--- src/rtl/timer_irq_ctrl.sv ---
// Timer END-flag edge to latched, maskable CPU interrupt with W1C acknowledge and status word.
// Optional missed-event counter enabled by defining TIMER_IRQ_MISS_CNT_EN.
module timer_irq_ctrl #(
  parameter int END_BIT = 4,
  parameter int CNT_W   = 8
) (
  input  logic        clk,
  input  logic        rst,
  input  logic [31:0] timer_in,
  input  logic        WE,
  input  logic [31:0] Entrada,
  output logic        irq,
  output logic        event_pulse,
  output logic [31:0] Salida
);

  typedef enum logic {IDLE, PEND} state_e;

  state_e     state_q, state_d;
  logic       end_prev_q;
  logic       en_q, en_d;
  logic       irq_q, pulse_q;
  logic       flag, edge_det, ack, hit;
  logic [7:0] miss8;

  assign flag     = timer_in[END_BIT];
  assign edge_det = flag & ~end_prev_q;
  assign ack      = WE & Entrada[1];
  assign hit      = edge_det & en_q;
  assign en_d     = WE ? Entrada[0] : en_q;

  always_comb begin
    state_d = state_q;
    case (state_q)
      IDLE:    if (hit) state_d = PEND;
      PEND:    if (ack && !hit) state_d = IDLE;
      default: state_d = IDLE;
    endcase
  end

  always_ff @(posedge clk or negedge rst) begin
    if (!rst) begin
      state_q    <= IDLE;
      end_prev_q <= 1'b0;
      en_q       <= 1'b0;
      irq_q      <= 1'b0;
      pulse_q    <= 1'b0;
    end else begin
      state_q    <= state_d;
      end_prev_q <= flag;
      en_q       <= en_d;
      irq_q      <= (state_d == PEND) & en_d;
      pulse_q    <= edge_det;
    end
  end

`ifdef TIMER_IRQ_MISS_CNT_EN
  logic [CNT_W-1:0] miss_q, miss_d;

  // Clear has priority over a coincident miss.
  always_comb begin
    miss_d = miss_q;
    if (hit && state_q == PEND && !ack && miss_q != '1)
      miss_d = miss_q + CNT_W'(1);
    if (WE && Entrada[2])
      miss_d = '0;
  end

  always_ff @(posedge clk or negedge rst) begin
    if (!rst) miss_q <= '0;
    else      miss_q <= miss_d;
  end

  assign miss8 = 8'(miss_q);
`else
  assign miss8 = 8'h00;
`endif

  logic unused_bits;
  assign unused_bits = ^{timer_in, Entrada};

  assign irq         = irq_q;
  assign event_pulse = pulse_q;
  assign Salida      = {16'b0, miss8, 6'b0, state_q == PEND, en_q};

endmodule

--- config.mk ---
export PLATFORM = sky130hd
export DESIGN_NAME = timer_irq_ctrl
export DESIGN_NICKNAME = d
export VERILOG_FILES = /design/src/rtl/timer_irq_ctrl.sv
export SDC_FILE = /design/constraint.sdc
export NUM_CORES = 1
export LEC_CHECK = 0
export ABC_CLOCK_PERIOD_IN_PS = 2100
export BUFFER_PORTS_ARGS = -buffer_cell sky130_fd_sc_hd__buf_2
export CAP_MARGIN = 20
export CORE_ASPECT_RATIO = 0.75
export CORE_MARGIN = 4
export CORE_UTILIZATION = 24
export CTS_BUF_LIST = sky130_fd_sc_hd__clkbuf_4
export DETAILED_ROUTE_END_ITERATION = 8
export PLACE_DENSITY = 0.95
export SLEW_MARGIN = 20
export SYNTH_ARGS = -nofsm -noshare
export SYNTH_HDL_FRONTEND = slang
export SYNTH_SLANG_ARGS = --single-unit
--- constraint.sdc ---
create_clock -name clk -period 2.1 [get_ports clk]
set_input_delay 0.21 -clock clk [delete_from_list [all_inputs] [get_ports clk]]
set_output_delay 0.21 -clock clk [all_outputs]
set_load 0.02 [all_outputs]
After elaboration in Yosys (flattened, before gate mapping)

Index checks and enable logic that the tools add are counted.

Bits in registers: 5
Word-level logic and storage cells: 17
Output and inout bits: 34

Muxes and demuxes: 4
Reduce and logical (&&, ||, !) cells: 2
Bitwise logic cells: 6

Operators with widths:

| cell                            | count |
|---|---|
| bitwise AND 1 bit               | 4 |
| two-way mux 1 bit               | 3 |
| NOT 1 bit                       | 2 |
| case mux 1 bit (2 select lines) | 1 |
| logical AND 1 bit               | 1 |
| logical NOT 1 bit               | 1 |

Longest topological paths before layout

Gate-level depths: netlist (run 1).

Word-level depth: 8
Gate-level depth with buffers: 2

Worst setup path after synthesis (run 1)

OpenSTA, ideal clock, no wires.

Path kind: flip-flop to flip-flop
From: register en_q
To: register state_q
Library setup time: 0.124 ns
Cell stages (with the launch flop): 3
Path slack: 1.228 ns
Period minus slack after synthesis: 0.872 ns
Arrival time: 0.748 ns
Required time: 1.976 ns
Cell sequence: dfrtp_1 and3b_1 or2_1

Longest elaborated chain between the ends: 5

Ends and longest elaborated chain:

| item                              | RTL line | source |
|---|---|---|
| from (decl)                       | 21       | `logic en_q, en_d;` |
| from (signal assigned)            | 51       | `en_q <= en_d;` |
| bitwise AND 1 bit *               | 29       | `assign hit = edge_det & en_q;` |
| logical NOT 1 bit                 | 36       | `PEND: if (ack && !hit) state_d = IDLE;` |
| logical AND 1 bit                 | 36       |  |
| two-way mux 1 bit                 | 36       |  |
| case mux 1 bit (2 select lines) * | 34       | `case (state_q)` |
| via state_d                       | 19       | `state_e state_q, state_d;` |
| to (signal assigned)              | 49       | `state_q <= state_d;` |
| to (decl)                         | 19       |  |

The timed path passes the listed nets; every way through them passes the cells marked *.

Final worst setup path (run 1)

From: register en_q
To: output port Salida[0]

RTL lines:

| item      | RTL line | source |
|---|---|---|
| to (decl) | 14       | `output logic [31:0] Salida` |

No word-level cell between the ends.

==> metrics.md, run 1 <==
| Metric | Value |
|---|---|
| Status | complete, no violations |
| Clk_skew | 0.00292 ns |
| Post-DP HPWL | 510 um |
| Vias per inst | 2.67 |
| H-tree depth | 1 |
| Tmin final | 0.987 ns |
| Clock Tree Buf Depth | 2 |
| Delay of the slowest cell on the worst path | 0.38 ns |
| Critical path's top delay family | flip-flops |
| Num CTS Buffers | 3 |
| Final period utilization | 47.0% |
| Antenna diode count | 0 |
| Startpoint Class | flip-flop |
| F_max | 1010 MHz |
| P&R area growth vs syn | -4.76% |
| Worst path cell trace | buf_2 |
| Vias in the first global route | 165 |
| Pleak | 0.245 nW |
| Path depth of the worst reg2reg path | 2 |
| PwrDens | 789 mW/mm^2 |
| IO Count | 101 |
| Total core area | 0.00156 sq mm |
| Routability Congestion | 0.679 |
| Initial antenna violation count | 0 |
| Post-CTS Setup Bufs | 0 |
| Final core utilization | 25.6% |
| Worst Setup SP | en_q$_DFF_PN0_ |
| Max-slew violations | 0 |
| WL final | 548 um |
| Drt drc | 0 |
| Gate power share | 27.5% |
| Clk_lat worst skew | 0.24 ns |
| RSZ-0062 raised after global routing | false |
| Critical Path RT | 1.89 ns |
| Net Sw Frac | 34.2% |
| Slowest-stage cell, CP | dfrtp_1 |
| Seq cells post-synth | 5 |
| Clk pwr share | 38.0% |
| Hold WS | 0.106 ns |
| Drt wl/cell | 7.21 um |
| Commonest non-fill, non-tap cell in the layout | conb_1 |
| Die Area | 0.00249 sq mm |
| CTS tree | yes |
| Post-CTS Resized | 0 |
| Gate Count Post-Synth | 44 |
| Final setup viols | 0 |
| Worst path arrival time | 0.78 ns |
| First-pass GRT wire length | 655 um |
| Total power | 0.000316 W |
| Reg power frac | 34.6% |
| Die Width | 56.3 um |
| TritonRoute pass-1 iters | 1 |
| Share of layout cells above drive strength 1 | 25.5% |
| Setup slack, reg-to-reg | 1.19 ns |
| DR vias | 203 |
| Die height | 44.2 um |
| P_sw | 0.000108 W |
| Setup WS post-layout | 1.11 ns |
| WP depth | 1 |
| Final hold violations | 0 |
| Kind of critical path | flip-flop to primary output |
| Post-Place Setup Slack | 1.20 ns |
| Setup TNS | 0 ns |
| Synth warn | 0 |
| P_int | 0.000208 W |
| Core Rows | 12 |
| Starting Density | 26.9% |
| Crit-path max FO | 3 |
| Mean post-synth cell area | 9.55 sq um |
| End point of the critical path | Salida[0] |
| Input/output buffers | 9 |
| First DRT Iteration DRCs | 0 |
| Nets | 123 |
| Seq/Total Area, Yosys | 29.8% |
| Worst-path clk slew | 0.04 ns |
| Worst vdd ir | 205 uV |
| Synth Cell Area | 420 sq um |
| Max-Cap Viols | 0 |
| Root buffer cell | clkbuf_4 |
| Capturing point of the worst reg2reg path | state_q$_DFF_PN0_ |
| Distinct cells, synth | 9 |
| Largest net degree at the start of global routing | 6 |
| Hold/Removal Path Class | primary input to flip-flop |
| Overflow after GRT | 0 |
| CP Capture Type | primary output |
| Commonest non-fill, non-tap cells in the layout | conb_1, buf_2, dfrtp_1 |
| Total GRT Usage | 3.80% |
| WP buf/inv | 1 |
| Clock Sinks | 5 |
| ANT nets after route | 0 |
| R2R Path Start | en_q$_DFF_PN0_ |
==> sequential cells by signal (all words and copies together) (netlist names) <==
register,cells
state_q,1
irq,1
event_pulse,1
end_prev_q,1
en_q,1
==> cell families after synthesis <==
family | Yosys count | share of synthesized area [%]
buf+inv | 32 | 57.1
compound gates | 2 | 3.57
other cells | 1 | 0.892
flops | 5 | 29.8
mux | 1 | 3.57
simple gates | 3 | 5.06
==> stage by stage <==
stage               cell area (sq um)  instances
finish                            400         76
global placement                  360         71
floorplan                         529         73
CTS                               400         76
global route                      400         76
detailed placement                360         71
==> Yosys cell counts <==
library cell  instances  area (sq um)
o21a_1                1          7.51
or2_1                 1          6.26
dfrtp_1               5           125
buf_4                32           240
nor2b_1               1          6.26
and3b_1               1          8.76
mux2_4                1          15.0
conb_1                1          3.75
a21boi_0              1          7.51
==> per-layer routing <==
layer / vias to the layer above / global-route usage [%] / wire length, um
met3: 0 / 4.08 / 96
met1: 90 / 2.61 / 135
met2: 19 / 6.06 / 316
met4: 0 / 2.84 / 0
li1: 94 / - / -
met5: - / 0 / 0
==> worst min-delay path by stage <==
stage,endpoint,start,slack (ns),cells past startpoint
2_1_floorplan,en_q$_DFF_PN0_,rst,-0.09,0
3_3_place_gp,end_prev_q$_DFF_PN0_,rst,0.02,1
3_5_place_dp,en_q$_DFF_PN0_,rst,0.03,1
4_1_cts,end_prev_q$_DFF_PN0_,timer_in[4],0.1,1
5_1_grt,end_prev_q$_DFF_PN0_,timer_in[4],0.10,1
6_report,end_prev_q$_DFF_PN0_,timer_in[4],0.11,1
==> power by group through the flow <==
stage	registers (W)	clock network (W)	logic, W
3_5_place_dp	0.000110	0	0.0000845
5_1_grt	0.000110	0.000133	0.0000929
4_1_cts	0.000109	0.000126	0.0000861
6_report	0.000109	0.000120	0.0000867
3_3_place_gp	0.000110	0	0.0000834
2_1_floorplan	0.000114	0	0.000113
==> what timing repair did <==
| item | CTS | global route |
|---|---|---|
| endpoints found under the setup margin | 0 | 0 |
| endpoints found under the hold margin | 5 | 0 |
| hold buffers | 1 | 0 |
==> layout make-up <==
| cell class | instances | area (sq um) |
|---|---|---|
| Clock buffer | 4 | 30.0 |
| Fill cell | 176 | 1160 |
| Multi-Input combinational cell | 36 | 164 |
| Sequential cell | 5 | 125 |
| Tap cell | 21 | 26.3 |
| Timing Repair Buffer | 10 | 55.1 |
(Power assumes the default switching activity.)
==> run 2, diff against run 1 <==
--- a/config.mk
+++ b/config.mk
@@ -5,15 +5,15 @@
 export SDC_FILE = /design/constraint.sdc
 export NUM_CORES = 1
 export LEC_CHECK = 0
-export ABC_CLOCK_PERIOD_IN_PS = 2100
+export ABC_CLOCK_PERIOD_IN_PS = 1000
 export BUFFER_PORTS_ARGS = -buffer_cell sky130_fd_sc_hd__buf_2
 export CAP_MARGIN = 20
 export CORE_ASPECT_RATIO = 0.75
 export CORE_MARGIN = 4
-export CORE_UTILIZATION = 24
+export CORE_UTILIZATION = 22
 export CTS_BUF_LIST = sky130_fd_sc_hd__clkbuf_4
 export DETAILED_ROUTE_END_ITERATION = 8
-export PLACE_DENSITY = 0.95
+export PLACE_DENSITY = 0.91
 export SLEW_MARGIN = 20
 export SYNTH_ARGS = -nofsm -noshare
 export SYNTH_HDL_FRONTEND = slang
==> constraint.sdc (replaced) <==
create_clock -name clk -period 1 [get_ports clk]
set_input_delay 0.1 -clock clk [delete_from_list [all_inputs] [get_ports clk]]
set_output_delay 0.1 -clock clk [all_outputs]
set_load 0.02 [all_outputs]
==> metrics.md, run 2 (synthesis gave the netlist of run 1 again) <==
| Metric | Value |
|---|---|
| Status | complete, no violations |
| End point of the critical path | state_q$_DFF_PN0_ |
| Worst path cell trace | and3b_1 -> or2_1 |
| Hold/Removal Path Class | primary input to flip-flop |
| Fill cells | 202 |
| Critical Path RT | 1.13 ns |
| DR vias | 209 |
| First-pass GRT wire length | 634 um |
| PwrDens | 1640 mW/mm^2 |
| P&R area growth vs syn | -2.08% |
| Kind of critical path | flip-flop to flip-flop |
| Capturing point of the worst reg2reg path | state_q$_DFF_PN0_ |
| Die Width | 58.5 um |
| Max-Cap Viols | 0 |
| Critical path's top delay family | simple AND/OR/NAND/NOR gates |
| Worst vdd ir | 658 uV |
| Crit-path max FO | 3 |
| ANT nets after route | 0 |
| First DRT Iteration DRCs | 0 |
| CP Capture Type | flip-flop |
| Vias in the first global route | 146 |
| Worst Setup SP | en_q$_DFF_PN0_ |
| R2R Path Start | en_q$_DFF_PN0_ |
| Path depth of the worst reg2reg path | 2 |
| Root buffer cell | clkbuf_4 |
| Post-DP HPWL | 531 um |
| Delay of the slowest cell on the worst path | 0.39 ns |
| CTS tree | yes |
| Clock Sinks | 5 |
| Nets | 124 |
| Final period utilization | 91.6% |
| Startpoint Class | flip-flop |
| Final setup viols | 0 |
| Post-Place Setup Slack | 0.0951 ns |
| Pleak | 0.249 nW |
| RSZ-0062 raised after global routing | false |
| Hold path cells | 2 |
| Commonest non-fill, non-tap cells in the layout | conb_1, buf_2, dfrtp_1 |
| Core Rows | 13 |
| Die Area | 0.00268 sq mm |
| Worst-path clk slew | 0.04 ns |
| Starting Density | 23.7% |
| Max-slew violations | 0 |
| Setup WS post-layout | 0.0844 ns |
| Setup slack, reg-to-reg | 0.08 ns |
| Tmin final | 0.916 ns |
| Hold Path Origin | Entrada[0] |
| Share of layout cells above drive strength 1 | 25.0% |
| Commonest non-fill, non-tap cell in the layout | conb_1 |
| Drt drc | 0 |
| F_max | 1090 MHz |
| IO Count | 101 |
| WP depth | 2 |
| Num CTS Buffers | 3 |
| Clock Tree Buf Depth | 2 |
| Clk_skew | 0.00163 ns |
| Slowest-stage cell, CP | dfrtp_1 |
| Routability Congestion | 0.467 |
| WP buf/inv | 0 |
| Vias per inst | 2.68 |
| Clk_lat worst skew | 0.24 ns |
| H-tree depth | 1 |
| Non-filler instance count after layout | 78 |
| Initial antenna violation count | 0 |
| Total GRT Usage | 3.36% |
| Placed insts | 72 |
| Worst path arrival time | 1.04 ns |
| Final hold violations | 0 |
| WL final | 631 um |
| Die height | 45.9 um |
| TritonRoute pass-1 iters | 1 |
| Input/output buffers | 9 |
| Largest net degree at the start of global routing | 6 |
| Setup TNS | 0 ns |
| Antenna diode count | 0 |
| Drt wl/cell | 8.09 um |
| Overflow after GRT | 0 |
| Total core area | 0.00177 sq mm |
## run 2: changes by cell type in the layout (fill, tap and decap cells not counted)
cell / previous run / this run
dlygate4sd3_1: 1 / 2
## run 2: power breakdown
part	switching (W)	leakage, nW	internal, W	total [W]
clock network	0.0000836	0.0184	0.000178	0.000262
logic	0.000146	0.169	0.0000396	0.000186
registers	0.00000735	0.0619	0.000222	0.000229
total	0.000237	0.249	0.000439	0.000676
## run 2: what timing repair did
action | 4_1_cts | 5_1_grt
hold endpoints to repair | 6 | 0
hold buffers | 2 | 0
setup buffers | 0 | 0
gates resized for setup | 0 | 0
## run 2: area by class of cell
class | instances | area, sq um | area share (%)
timing repair buffer | 11 | 65.1 | 15.8
tap | 22 | 27.5 | 6.69
multi-input combinational | 36 | 164 | 39.8
sequential | 5 | 125 | 30.4
clock buffer | 4 | 30.0 | 7.29
## run 2: metal layers
metal	part of all wire, %	GRT usage [%]	wire [um]	vias up
li1	-	-	-	98
met1	27	2.84	172	101
met2	65	6.01	409	10
met3	7.8	2.55	49	0
met4	0	1.39	0	0
met5	0	0	0	-
## run 2: worst min path at each step
stage                             end  slack, ns
detailed placement      irq$_DFF_PN0_      -0.08
finish                 en_q$_DFF_PN0_       0.11
global route           en_q$_DFF_PN0_       0.10
CTS                    en_q$_DFF_PN0_       0.10
floorplan              en_q$_DFF_PN0_      -0.20
global placement    state_q$_DFF_PN0_      -0.09
## run 2: metrics by stage
stage               power (W)  instance area, sq um  utilization (%)  hold slack, ns
global route         0.000712                   412             23.2           0.101
CTS                  0.000689                   412             23.2           0.100
detailed placement   0.000409                   362             20.4         -0.0805
floorplan            0.000478                   529                -          -0.196
global placement     0.000406                   362             20.4         -0.0863
finish               0.000676                   412             23.2           0.108
==> run 3, diff against run 2 <==
--- a/config.mk
+++ b/config.mk
@@ -11,7 +11,7 @@
 export CORE_ASPECT_RATIO = 0.75
 export CORE_MARGIN = 4
 export CORE_UTILIZATION = 22
-export CTS_BUF_LIST = sky130_fd_sc_hd__clkbuf_4
+export CTS_BUF_LIST = sky130_fd_sc_hd__clkbuf_8
 export DETAILED_ROUTE_END_ITERATION = 8
 export PLACE_DENSITY = 0.91
 export SLEW_MARGIN = 20
==> metrics.md, run 3 (synthesis gave the netlist of run 1 again) <==
| Metric | Value |
|---|---|
| Setup TNS | 0 ns |
| Worst path arrival time | 1.01 ns |
| First DRT Iteration DRCs | 0 |
| Post-DP HPWL | 531 um |
| CP Capture Type | flip-flop |
| Share of layout cells above drive strength 1 | 23.6% |
| P&R area growth vs syn | -0.893% |
| ANT nets after route | 0 |
| Hold WS | 0.0185 ns |
| Clk_skew | 0.00216 ns |
| CTS tree | yes |
| Final hold violations | 0 |
| Max-slew violations | 0 |
| Vias in the first global route | 157 |
| Nets | 123 |
| Root buffer cell | clkbuf_8 |
| Post-Place Setup Slack | 0.0951 ns |
| Starting Density | 23.7% |
| Setup WS post-layout | 0.0908 ns |
| Largest net degree at the start of global routing | 6 |
| H-tree depth | 1 |
| Overflow after GRT | 0 |
| Hold/Removal Path Class | primary input to flip-flop |
| Post-CTS Setup Bufs | 0 |
| Commonest non-fill, non-tap cell in the layout | conb_1 |
| Vias per inst | 2.62 |
| Fill cells | 202 |
| Worst-path clk slew | 0.04 ns |
| Clock Tree Buf Depth | 2 |
| Hold endpoint | end_prev_q$_DFF_PN0_ |
| Total core area | 0.00177 sq mm |
| Routability Congestion | 0.467 |
| Die Width | 58.5 um |
| Capturing point of the worst reg2reg path | state_q$_DFF_PN0_ |
| IO Count | 101 |
| Drt drc | 0 |
| Final period utilization | 90.9% |
| Drt wl/cell | 8.21 um |
| Core Rows | 13 |
| First-pass GRT wire length | 655 um |
| RSZ-0062 raised after global routing | false |
| Tmin final | 0.909 ns |
| Setup slack, reg-to-reg | 0.09 ns |
| Initial antenna violation count | 0 |
| Status | complete, no violations |
| Clk_lat worst skew | 0.22 ns |
| F_max | 1100 MHz |
| Kind of critical path | flip-flop to flip-flop |
| Crit-path max FO | 3 |
| DR vias | 202 |
| Pleak | 0.254 nW |
| Commonest non-fill, non-tap cells in the layout | conb_1, buf_2, dfrtp_1 |
| Hold Path Origin | timer_in[4] |
| Startpoint Class | flip-flop |
| PwrDens | 1850 mW/mm^2 |
| Num CTS Buffers | 3 |
| Critical Path RT | 1.10 ns |
| Hold path cells | 1 |
| Clock Sinks | 5 |
| Antenna diode count | 0 |
| Final setup viols | 0 |
| R2R Path Start | en_q$_DFF_PN0_ |
| Die height | 45.9 um |
| Total GRT Usage | 3.72% |
| Worst vdd ir | 612 uV |
| Die Area | 0.00268 sq mm |
| WL final | 632 um |
| Input/output buffers | 9 |
| Path depth of the worst reg2reg path | 2 |
| TritonRoute pass-1 iters | 1 |
| Final core utilization | 23.5% |
| Max-Cap Viols | 0 |
-- run 3: report_power, final --
part	internal [W]	leakage, nW	switching, W
Clock	0.000263	0.0269	0.0000973
Combinational	0.0000371	0.165	0.000146
Sequential	0.000222	0.0619	0.00000726
-- run 3: stage by stage --
step	std cells	power, W	area [sq um]
global placement	72	0.000406	362
global route	77	0.000812	417
CTS	77	0.000789	417
floorplan	73	0.000478	529
finish	77	0.000773	417
detailed placement	72	0.000409	362
-- run 3: per-layer routing --
layer / part of all wire (%) / global-route usage, % / up-vias
li1: - / - / 96
met1: 26 / 2.84 / 96
met2: 66 / 6.01 / 10
met3: 8.4 / 2.55 / 0
met4: 0 / 4.17 / 0
met5: 0 / 0 / -
-- run 3: what timing repair did --
action	CTS	global route
gates resized for setup	0	0
endpoints found under the hold margin	5	0
hold buffers	1	0
-- run 3: worst max-delay path by stage --
stage	slack, ns	startpoint	cells after the start	end
after floorplan	0.13	en_q$_DFF_PN0_	2	state_q$_DFF_PN0_
after global placement	0.10	en_q$_DFF_PN0_	2	state_q$_DFF_PN0_
after detailed placement	0.1	en_q$_DFF_PN0_	2	state_q$_DFF_PN0_
after CTS	0.09	en_q$_DFF_PN0_	2	state_q$_DFF_PN0_
after global routing	0.06	en_q$_DFF_PN0_	2	state_q$_DFF_PN0_
final	0.09	en_q$_DFF_PN0_	2	state_q$_DFF_PN0_
-- run 3: worst max-delay path: stages (launching register included) --
cell	delay [ns]
dfrtp_1	0.39
and3b_1	0.19
or2_1	0.22
-- run 3: final cells by class --
type	count	area [sq um]	area share, %
clock buffer	3	41.3	9.91
clock inverter	1	3.75	0.901
multi-input combinational	36	164	39.3
sequential	5	125	30.0
tap	22	27.5	6.61
timing repair buffer	10	55.1	13.2
